$ cat src/rtl/issue_select.sv
// Issue-select stage: picks one requesting slot per cycle (highest priority wins) and latches its uop into a one-entry issue register.
// Optional ISSUE_SELECT_RR_EN breaks equal-priority ties round-robin instead of by lowest slot index.
module issue_select #(
   parameter int NUM_SLOTS = 8,
   parameter int WIDTH_REG = 5,
   parameter int WIDTH_TAG = 5,
   parameter int WIDTH_BRM = 3,
   parameter int WIDTH_PRY = 2,
   parameter int WIDTH_O   = WIDTH_BRM + WIDTH_TAG + 2 + 3*WIDTH_REG
) (
   input  logic                           i_clk,
   input  logic                           i_rst,
   input  logic [NUM_SLOTS-1:0]           i_request,
   input  logic [NUM_SLOTS*WIDTH_PRY-1:0] i_priority,
   output logic [NUM_SLOTS-1:0]           o_grant,
   input  logic [WIDTH_O-1:0]             i_rslot,
   input  logic [2**WIDTH_BRM-1:0]        i_brkill,
   input  logic                           i_ready,
   output logic                           o_valid,
   output logic [WIDTH_O-1:0]             o_uop
);
   localparam int IDX_W   = $clog2(NUM_SLOTS);
   localparam int BRM_MSB = WIDTH_O - 1;

   logic [NUM_SLOTS-1:0][WIDTH_PRY-1:0] pri;
   logic                 can_issue, grant_any, kill_in, kill_held;
   logic [IDX_W-1:0]     grant_idx, start;
   logic [WIDTH_PRY-1:0] best_pri;
   logic [IDX_W-1:0]     k;

   assign pri       = i_priority;
   assign can_issue = ~o_valid | i_ready;
   assign kill_in   = i_brkill[i_rslot[BRM_MSB -: WIDTH_BRM]];
   assign kill_held = i_brkill[o_uop[BRM_MSB -: WIDTH_BRM]];

`ifdef ISSUE_SELECT_RR_EN
   logic [IDX_W-1:0] rr_ptr;
   assign start = rr_ptr;

   always_ff @(posedge i_clk or posedge i_rst) begin
      if (i_rst)          rr_ptr <= '0;
      else if (grant_any) rr_ptr <= grant_idx + IDX_W'(1);  // power-of-two slots: wrap is free
   end
`else
   assign start = '0;
`endif

   // Scan slots in order from start; strict '>' keeps the first slot seen among equals.
   always_comb begin
      grant_any = 1'b0;
      grant_idx = '0;
      best_pri  = '0;
      k         = '0;
      for (int j = 0; j < NUM_SLOTS; j++) begin
         k = start + IDX_W'(j);
         if (i_request[k] && (!grant_any || pri[k] > best_pri)) begin
            grant_any = 1'b1;
            grant_idx = k;
            best_pri  = pri[k];
         end
      end
      grant_any = grant_any & can_issue & ~i_rst;
   end

   always_comb begin
      o_grant = '0;
      if (grant_any) o_grant[grant_idx] = 1'b1;
   end

   // A new grant overwrites the held uop even if it is being killed this cycle.
   always_ff @(posedge i_clk or posedge i_rst) begin
      if (i_rst) begin
         o_valid <= 1'b0;
         o_uop   <= '0;
      end else if (grant_any) begin
         o_uop   <= i_rslot;
         o_valid <= ~kill_in;
      end else if (o_valid && (i_ready || kill_held)) begin
         o_valid <= 1'b0;
      end
   end
endmodule

$ cat config.mk
export PLATFORM = sky130hd
export DESIGN_NAME = issue_select
export DESIGN_NICKNAME = d
export VERILOG_FILES = /design/src/rtl/issue_select.sv
export SDC_FILE = /design/constraint.sdc
export NUM_CORES = 1
export LEC_CHECK = 0
export ABC_AREA = 0
export CORE_ASPECT_RATIO = 0.8
export CORE_UTILIZATION = 44
export DETAILED_ROUTE_END_ITERATION = 7
export PLACE_DENSITY = 0.86
export SYNTH_ARGS = -nofsm -noshare
export SYNTH_HDL_FRONTEND = slang
export SYNTH_SLANG_ARGS = --single-unit
$ cat constraint.sdc
create_clock -name i_clk -period 19.11 [get_ports i_clk]
set_input_delay 2.8665 -clock i_clk [delete_from_list [all_inputs] [get_ports i_clk]]
set_output_delay 2.8665 -clock i_clk [all_outputs]
set_load 0.05 [all_outputs]
-- Word level (Yosys, flattened, before mapping)
Cells that the tools add are included.
- output and inout port bits: 34
- memories kept: 0
- flip-flop bits (word level): 26
- bits of input ports: 60
- memory bits (writable): 0
- ROM bits: 0
- latch bits: 0
- $add $sub $neg: 0
- order comparisons: 11
- divide/modulo/power cells: 0
- bitwise gates (word level): 6
- reductions and logical operators: 25
- multiplexer cells: 31
- multiply operators: 0
- equal/unequal tests: 0
- shifts and indexed selects: 0
- operators by type and width (kind ; number):
    $mux 2 ; 9
    $gt 2x2->1 ; 7
    $mux 1 ; 14
    $lt 3x4->1 const B ; 3
    $mux 3 ; 4
    $logic_and 1x1->1 ; 9
    $logic_or 1x1->1 ; 8
    $mux 8 ; 1
    $logic_not 1->1 ; 7
    $bmux 1 s3 ; 2
    $demux 1 s3 ; 1
    $ge 3x1->1 const B ; 1
    $not 1->1 ; 3
    $and 1x1->1 ; 2
    $reduce_bool 2->1 ; 1
    $or 1x1->1 ; 1

-- Depth between registers and ports, before layout
Gate-level depths: netlist (run 1).
- depth after elaboration: 34
- depth in mapped cells: 45
- depth with buffers taken out: 45

-- Worst setup path before layout (run 1)
No wires, ideal clock.
- path kind: input-to-output
- start: input port i_priority[0]
- end: output port o_grant[4]
- buffers on the path: 0
- stages: 40
- required time: 16.243 ns
- arrival time: 11.353 ns
- path slack: 4.890 ns
- cell sequence: and2_1 ha_1 and3_1 a311oi_2 a22o_1 ha_1 nor2_1 nor2_1 a221oi_2 o311a_4 nor2_1 ha_1 nor3b_1 or3_1 o21a_1 o31ai_4 ha_1 nor2_1 [4 not listed] inv_1 ha_1 nor2_1 nor2_1 o21ai_0 a21o_1 a22oi_4 mux2i_1 ha_1 nor2b_1 o211ai_1 nand2_1 o21a_1 ha_1 nor2b_1 o211ai_1 nand4_1 a211oi_1
- cells in the longest elaborated chain, start to end: 34
- RTL lines (what ; line ; RTL):
    from (decl) ; 14 ; input logic [NUM_SLOTS*WIDTH_PRY-1:0] i_priority,
    $mux 2 (*) ; 56 ; if (i_request[k] && (!grant_any || pri[k] > best_pri)) begin
    $gt 2x2->1 ; 56 ;
    $logic_or 1x1->1 ; 56 ;
    $logic_and 1x1->1 ; 56 ;
    $mux 2 or $mux 1 (tied branches) ; 56 ;
    $gt 2x2->1 or $logic_not 1->1 (tied branches) ; 56 ;
    $logic_or 1x1->1 ; 56 ;
    $logic_and 1x1->1 ; 56 ;
    [18 not listed] ; n/a ;
    $logic_or 1x1->1 ; 56 ;
    $logic_and 1x1->1 ; 56 ;
    $mux 3 ; 56 ;
    $lt 3x4->1 (not written as such) or $ge 3x1->1 (tied branches) ; 67 ; if (grant_any) o_grant[grant_idx] = 1'b1;
    $logic_and 1x1->1 (not written as such) ; 67 ;
    $mux 1 (not written as such) ; 67 ;
    $demux 1 s3 ; n/a ;
    $mux 8 (*) ; 67 ;
    to (decl) ; 15 ; output logic [NUM_SLOTS-1:0] o_grant,
Every way passes the cells marked *; elsewhere a longest branch is shown, timed or not.

-- Final worst setup path (run 1)
- start: input port i_request[0]
- end: output port o_grant[1]
- cells in the longest elaborated chain, start to end: 34
- RTL lines (what ; line ; RTL):
    from (decl) ; 13 ; input logic [NUM_SLOTS-1:0] i_request,
    $mux 2 or $mux 1 (tied branches) ; 56 ;
    $gt 2x2->1 or $logic_not 1->1 (tied branches) ; 56 ;
    $logic_or 1x1->1 ; 56 ;
    $logic_and 1x1->1 ; 56 ;
    $mux 2 or $mux 1 (tied branches) ; 56 ;
    $gt 2x2->1 or $logic_not 1->1 (tied branches) ; 56 ;
    $logic_or 1x1->1 ; 56 ;
    $logic_and 1x1->1 ; 56 ;
    [18 not listed] ; n/a ;
    $logic_or 1x1->1 ; 56 ;
    $logic_and 1x1->1 ; 56 ;
    $mux 3 ; 56 ;
    $lt 3x4->1 (not written as such) or $ge 3x1->1 (tied branches) ; 67 ;
    $logic_and 1x1->1 (not written as such) ; 67 ;
    $mux 1 (not written as such) ; 67 ;
    $demux 1 s3 ; n/a ;
    $mux 8 (*) ; 67 ;
Marked as above.

==> results of run 1 <==
-- cell families (layout without fill, tap and decap cells) --
group,Yosys count,count (layout),share of synthesized area [%]
buffers and inverters,17,111,3.56
muxes,34,34,22.0
and+or+nand+nor,50,50,13.7
adders and majority gates,11,11,6.99
DFF,26,26,33.7
AOI/OAI and AO/OA,46,46,20.1
-- metal layers --
metal / vias up / share of wire [%] / routed length, um
li1: 873 / - / -
met1: 844 / 46 / 2310
met2: 61 / 47 / 2370
met3: 5 / 5.9 / 297
met4: 0 / 0.46 / 23
met5: - / 0 / 0
-- where the power goes --
| group | leakage, nW | internal (mW) | total (mW) | switching [mW] |
|---|---|---|---|---|
| sequential | 0.305 | 0.0633 | 0.0682 | 0.00481 |
| combinational | 0.913 | 0.0535 | 0.127 | 0.0736 |
| clock | 0.0288 | 0.0184 | 0.0352 | 0.0167 |
| total | 1.25 | 0.135 | 0.230 | 0.0951 |
-- state kept, by name, summed over array words and instances, names as in the netlist --
signal / flops
o_uop: 25
o_valid: 1
-- cell usage after synthesis (all sizes together) (2+ instances only) --
| cell type | count | area (um^2) |
|---|---|---|
| a22oi | 3 | 36.3 |
| nand3 | 3 | 15.0 |
| inv | 13 | 48.8 |
| nand2b | 4 | 25.0 |
| o31a | 2 | 17.5 |
| nand2 | 10 | 37.5 |
| nor2b | 5 | 31.3 |
| dfrtp | 26 | 651 |
| o21bai | 2 | 15.0 |
| a32o | 2 | 20.0 |
| a21o | 3 | 22.5 |
| nor2 | 13 | 48.8 |
| ha | 10 | 125 |
| mux2 | 25 | 282 |
| buf | 4 | 20.0 |
| o21a | 3 | 22.5 |
| nor3 | 2 | 10.0 |
| mux4 | 4 | 90.1 |
| o211ai | 4 | 30.0 |
| and2 | 3 | 18.8 |
| mux2i | 5 | 53.8 |
| a21oi | 4 | 20.0 |
| nand3b | 2 | 15.0 |
| o21ai | 11 | 55.1 |
| and3 | 2 | 12.5 |
| o31ai | 2 | 28.8 |
| a22o | 3 | 26.3 |
| nor3b | 2 | 20.0 |
| a211oi | 2 | 20.0 |
-- final cells by class --
type | count | area (um^2) | area share (%)
multi-input cells | 141 | 1210 | 40.8
repair buffers | 94 | 938 | 31.5
flip-flops and latches | 26 | 651 | 21.8
well taps | 57 | 71.3 | 2.39
clock buffers | 4 | 55.1 | 1.85
inverters | 13 | 48.8 | 1.64
-- stage by stage --
| stage | utilization (%) | power, mW | instance area [um^2] | hold WS, ns | instances |
|---|---|---|---|---|---|
| global route | 70.8 | 0.245 | 2980 | 0.514 | 335 |
| finish | 70.8 | 0.230 | 2980 | 0.491 | 335 |
| CTS | 70.8 | 0.231 | 2980 | 0.494 | 335 |
| detailed placement | 69.5 | 0.196 | 2920 | 0.474 | 331 |
| global placement | 69.5 | 0.193 | 2920 | 0.467 | 331 |
| floorplan | - | 0.152 | 1930 | 0.828 | 184 |
-- how the worst max path moves through the flow --
stage	start	to	depth (start not counted)
floorplan	i_priority[0]	o_grant[4]	40
global placement	i_request[0]	o_grant[1]	44
detailed placement	i_request[0]	o_grant[1]	45
CTS	i_request[0]	o_grant[1]	45
global route	i_request[0]	o_grant[1]	45
finish	i_request[0]	o_grant[1]	45
-- worst max-delay path: cells and delay by family --
family          cells  cell delay, ns
compound gates     16            3.67
mux                 2            0.57
fa+ha+maj           8            2.33
buf+inv             3            1.50
simple gates       16            2.10
-- cell usage in the layout, fill, tap and decap left out, types with 2 or more instances in the layout --
| cell | n |
|---|---|
| sky130_fd_sc_hd__clkdlybuf4s50_1 | 93 |
| sky130_fd_sc_hd__dfrtp_1 | 26 |
| sky130_fd_sc_hd__mux2_1 | 18 |
| sky130_fd_sc_hd__nor2_1 | 13 |
| sky130_fd_sc_hd__inv_1 | 13 |
| sky130_fd_sc_hd__nand2_1 | 10 |
| sky130_fd_sc_hd__ha_1 | 10 |
| sky130_fd_sc_hd__o21ai_0 | 9 |
| sky130_fd_sc_hd__mux2_2 | 7 |
| sky130_fd_sc_hd__nor2b_1 | 5 |
| sky130_fd_sc_hd__nand2b_1 | 4 |
| sky130_fd_sc_hd__a21oi_1 | 4 |
| sky130_fd_sc_hd__o211ai_1 | 4 |
| sky130_fd_sc_hd__mux2i_1 | 4 |
| sky130_fd_sc_hd__mux4_2 | 4 |
| sky130_fd_sc_hd__clkbuf_8 | 4 |
| sky130_fd_sc_hd__o21a_1 | 3 |
| sky130_fd_sc_hd__and2_1 | 3 |
| sky130_fd_sc_hd__a22o_1 | 3 |
| sky130_fd_sc_hd__a21o_1 | 3 |
| sky130_fd_sc_hd__nand3_1 | 3 |
| sky130_fd_sc_hd__o31a_1 | 2 |
| sky130_fd_sc_hd__and3_1 | 2 |
| sky130_fd_sc_hd__a22oi_1 | 2 |
| sky130_fd_sc_hd__nor3_1 | 2 |
| sky130_fd_sc_hd__o21bai_1 | 2 |
| sky130_fd_sc_hd__o21ai_1 | 2 |
| sky130_fd_sc_hd__nand3b_1 | 2 |
| sky130_fd_sc_hd__a32o_1 | 2 |
==> impl_metrics.tcl, run 1 <==
set metrics [dict create \
    dr.pass1.iters 4 \
    min_path_type "reg2reg" \
    antenna_found_initial 0 \
    mappedNetlistNets 254 \
    tritoncts "yes" \
    cts_root_buffer "sky130_fd_sc_hd__clkbuf_8" \
    reg2reg_capture_point "o_uop[21]" \
    pin_count_of_the_biggest_net_entering_global_routing 28 \
    worst_setup_sp_type "primary input" \
    layout_worst_path_cycle_share_pct 83.2 \
    synth_top_flop_cell "sky130_fd_sc_hd__dfrtp_1" \
    layout_min_cycle_time_ns 15.89 \
    grt.met3_usage_pct 4.00 \
    worstPathRequired_ns 16.24 \
    max_freq_mhz 62.9 \
    totalNegativeSetupSlack_ns 0 \
    cap_viol_max_count 0 \
    final_layout_size_suffix_gt1_share_pct 9.35 \
    drtAntennaViolNets 0 \
    rsz0062_at_grt "no" \
    first_iter_violations 145 \
    worst_r2r_startpoint "o_valid" \
    worst-r2r-setup-slack_ns 17.46 \
    postCtsHoldBufs 0 \
    timing.reg2reg.worst_path_depth 5 \
    crit_top_cell "sky130_fd_sc_hd__ha_1" \
    placeableCoreArea_um2 4200 \
    ioPinCount 94 \
    timing.critical_path.arrival_ns 13.03 \
    hold_violations 0 \
    report.final.setup_viol 0 \
    floorplan.die_area_um2 4660 \
    yosysUniqueCellTypes 46 \
    critPathMaxFanout 7 \
    route.vias.total 1783 \
    power-per-cell-area_nw_per_um2 77.4 \
    syn_avg_cell_area_um2 10.5 \
    sequential_to_total_area_share_from_yosys_stat_pct 33.7 \
    synth-async-reset-ratio_pct 100 \
    irDropWorstVdd_mv 0.0480 \
    post-cts-setup-buffer-count 0 \
    grt.met1_usage_pct 31.4 \
    post_drt_via_cell_ratio 5.32 \
    drt_drc_violations_left 0 \
    p_leak_nw 1.25 \
    synthesis.instances 184 \
    htreeDepth 1 \
    grt_use_total_pct 22.7 \
    hold_path_stages 1 \
    area.growth.synth_to_final_pct 54.0 \
    cts_max_path_buffers 2 \
    met2_usage_pct 39.2 \
    fp.dieW_um 76.1 \
    crit_path_setup_slack_layout_ns 3.22 \
    globalplace.congestion 0.867 \
    outcome "finished, final reports clean" \
    hpwl_um 4060 \
    max_stage_delay_ns 0.81 \
    worst_slew_margin_rel_pct 35.7 \
    worst_setup_path_end_kind "output pin" \
    worst_skew_pair.late_latency_ns 0.27 \
    wl_per_cell_um 14.9 \
    cts-buffers-inserted 3 \
    io_buffers 93 \
    rows 21 \
    globalRouteOverflowTotal 0 \
    criticalPathCategory "in2out" \
    initial_standard_cell_utilization_of_the_core_pct 46.0 \
    postSynthRegisterBits 26 \
    crit_slowest_cell "sky130_fd_sc_hd__clkdlybuf4s50_1" \
    cts_resized 0 \
    min-delay-start "o_uop[3]" \
    clkTransAtPathRegs_ns 0.09 \
    post_synth_instance_area_um2 1930 \
    place_ws_ns 3.30 \
    detail_route.wirelength_um 5000 \
    die_h_um 61.3 \
    synth_enable_flop_cells 0 \
    finalNetCount 349 \
    grt_busiest_layer "met2" \
    grt_first_pass_wirelength_um 8210 \
    antenna-diode-count 0 \
    grt_pass1_vias 1634 \
    tightest_slew_ns 0.963 \
    slew_violations 0 \
    final.fill_count 316 \
    clock-skew-final_ns 0.00134 \
    number_of_clock_sinks_seen_by_cts 26 \
    timing.hold.worst_endpoint "o_uop[3]" \
    ys.warnings.count 0 \
]
No activity file was read; power rests on OpenSTA's default activity.
==> run 2: changes to the inputs <==
--- a/config.mk
+++ b/config.mk
@@ -7,9 +7,9 @@
 export LEC_CHECK = 0
 export ABC_AREA = 0
 export CORE_ASPECT_RATIO = 0.8
-export CORE_UTILIZATION = 44
+export CORE_UTILIZATION = 41
 export DETAILED_ROUTE_END_ITERATION = 7
-export PLACE_DENSITY = 0.86
+export PLACE_DENSITY = 0.81
 export SYNTH_ARGS = -nofsm -noshare
 export SYNTH_HDL_FRONTEND = slang
 export SYNTH_SLANG_ARGS = --single-unit
==> constraint.sdc (replaced) <==
create_clock -name i_clk -period 14.75 [get_ports i_clk]
set_input_delay 2.2125 -clock i_clk [delete_from_list [all_inputs] [get_ports i_clk]]
set_output_delay 2.2125 -clock i_clk [all_outputs]
set_load 0.05 [all_outputs]
==> impl_metrics.tcl, run 2 (same netlist as run 1, synthesis figures left out) <==
set metrics [dict create \
    irDropWorstVdd_mv 0.0636 \
    seq_power_share_pct 30.3 \
    largest_register "o_uop" \
    pin_count_of_the_biggest_net_entering_global_routing 28 \
    worst_slew_margin_rel_pct 35.0 \
    cts_root_buffer "sky130_fd_sc_hd__clkbuf_8" \
    tightest_slew_ns 0.974 \
    placeableCoreArea_um2 4360 \
    p_clk_share_pct 13.2 \
    report.final.setup_viol 0 \
    crit_top_cell "sky130_fd_sc_hd__ha_1" \
    slew_violations 0 \
    stdcell_count 334 \
    clkTransAtPathRegs_ns 0.08 \
    route.vias.total 1763 \
    detail_route.wirelength_um 5200 \
    combinationalPowerShare_pct 56.5 \
    initial_standard_cell_utilization_of_the_core_pct 44.3 \
    rsz0062_at_grt "no" \
    crit_slowest_cell "sky130_fd_sc_hd__clkdlybuf4s50_1" \
    htreeDepth 1 \
    final_layout_size_suffix_gt1_share_pct 10.5 \
    clock-skew-final_ns 0.00136 \
    area.growth.synth_to_final_pct 53.5 \
    rows 21 \
    outcome "finished, final reports clean" \
    drtAntennaViolNets 0 \
    fp.dieW_um 78.8 \
    ioPinCount 94 \
    intPower_mw 0.169 \
    wl_per_cell_um 15.6 \
    postCtsHoldBufs 0 \
    final_cell_mix "sky130_fd_sc_hd__clkdlybuf4s50_1, sky130_fd_sc_hd__dfrtp_1, sky130_fd_sc_hd__mux2_1, sky130_fd_sc_hd__nor2_1, sky130_fd_sc_hd__inv_1" \
    hold_violations 0 \
    post_drt_via_cell_ratio 5.28 \
    antenna_found_initial 0 \
    grt_pass1_vias 1708 \
    drt_drc_violations_left 0 \
    antenna-diode-count 0 \
    worst_setup_path_end_kind "output pin" \
    largest_register_ff_count 25 \
    min_path_type "reg2reg" \
    layout_min_cycle_time_ns 13.62 \
    globalRouteOverflowTotal 0 \
    crit_path_setup_slack_layout_ns 1.13 \
    placedCellCount 331 \
    power.net_switching_mw 0.121 \
    place_ws_ns 0.352 \
    cts_max_path_buffers 2 \
    power-per-cell-area_nw_per_um2 97.8 \
    layout_top_registers "o_uop: 25 flops, o_valid: 1 flops" \
    hpwl_um 4410 \
    p_leak_nw 1.33 \
    switching_share_pct 41.8 \
    timing.critical_path.arrival_ns 11.41 \
    dr.pass1.iters 4 \
    first_iter_violations 74 \
    io_buffers 93 \
    worst_skew_pair.late_latency_ns 0.26 \
    grt_use_total_pct 22.2 \
    finalNetCount 349 \
    die_h_um 63.4 \
    post-cts-setup-buffer-count 0 \
    worst_setup_sp_type "primary input" \
    max_freq_mhz 73.4 \
    criticalPathCategory "in2out" \
    tritoncts "yes" \
    cap_viol_max_count 0 \
    totalNegativeSetupSlack_ns 0 \
    number_of_clock_sinks_seen_by_cts 26 \
    grt_first_pass_wirelength_um 8550 \
    cts-buffers-inserted 3 \
    max_stage_delay_ns 0.48 \
    globalplace.congestion 0.826 \
    mostFrequentLayoutCell "sky130_fd_sc_hd__clkdlybuf4s50_1" \
    worstPathRequired_ns 12.54 \
    critPathMaxFanout 6 \
    layout_worst_path_cycle_share_pct 92.3 \
    floorplan.die_area_um2 5000 \
]
==> run 2: changes by cell type in the layout (fill, tap and decap cells not counted) <==
cell,delta
sky130_fd_sc_hd__a311oi_4,+1
sky130_fd_sc_hd__dlymetal6s2s_1,+5
sky130_fd_sc_hd__clkdlybuf4s50_1,-9
sky130_fd_sc_hd__clkbuf_8,-1
sky130_fd_sc_hd__clkbuf_2,+4
sky130_fd_sc_hd__a311oi_2,-1
==> run 2: path summary, 6_finish.rpt <==
path,from,to,slack (ns),cells past startpoint
max,i_priority[3],o_grant[1],1.13,44
min,o_uop[16],o_uop[16],0.49,1
max reg2reg,o_valid,o_uop[13],13.07,5
min reg2reg,o_uop[16],o_uop[16],0.49,1
max in group asynchronous,i_rst,o_uop[19],11.62,2
min in group asynchronous,i_rst,o_uop[8],2.54,2
==> run 2: layout make-up <==
class | count | area, um^2
fill | 366 | 1390
multi-input combinational | 141 | 1220
timing repair buffer | 94 | 931
sequential | 26 | 651
tap | 57 | 71.3
inverter | 13 | 48.8
clock buffer | 3 | 41.3
==> run 2: worst max-delay path, delay by kind of cell <==
family	cells	cell delay, ns
buf+inv	3	0.83
simple gates	15	1.99
compound gates	16	3.43
fa+ha+maj	8	2.35
mux	2	0.55
==> run 2: power groups by stage <==
stage	clock, mW	combinational [mW]	sequential, mW
2_1_floorplan	0	0.0688	0.128
3_3_place_gp	0	0.164	0.0887
3_5_place_dp	0	0.165	0.0895
4_1_cts	0.0405	0.165	0.0880
5_1_grt	0.0426	0.176	0.0896
6_report	0.0382	0.164	0.0879
==> run 2: layer usage <==
layer | vias to the layer above | wire length [um] | GRT usage (%)
met3 | 10 | 237 | 3.04
met4 | 0 | 127 | 6.94
li1 | 877 | - | -
met5 | - | 0 | 0
met2 | 52 | 2240 | 33.3
met1 | 824 | 2600 | 33.0
==> run 2: metrics by stage <==
step	power [mW]	utilization [%]	area, um^2	hold WS, ns
floorplan	0.197	-	1930	0.828
global placement	0.252	67.0	2920	0.468
detailed placement	0.254	67.0	2920	0.475
CTS	0.294	68.0	2960	0.493
global route	0.308	68.0	2970	0.499
finish	0.290	68.0	2970	0.489
==> run 2: what timing repair did <==
item                                   CTS  global route
setup endpoints to repair                0             8
endpoints found under the hold margin    0             0
gates resized for setup                  0            14
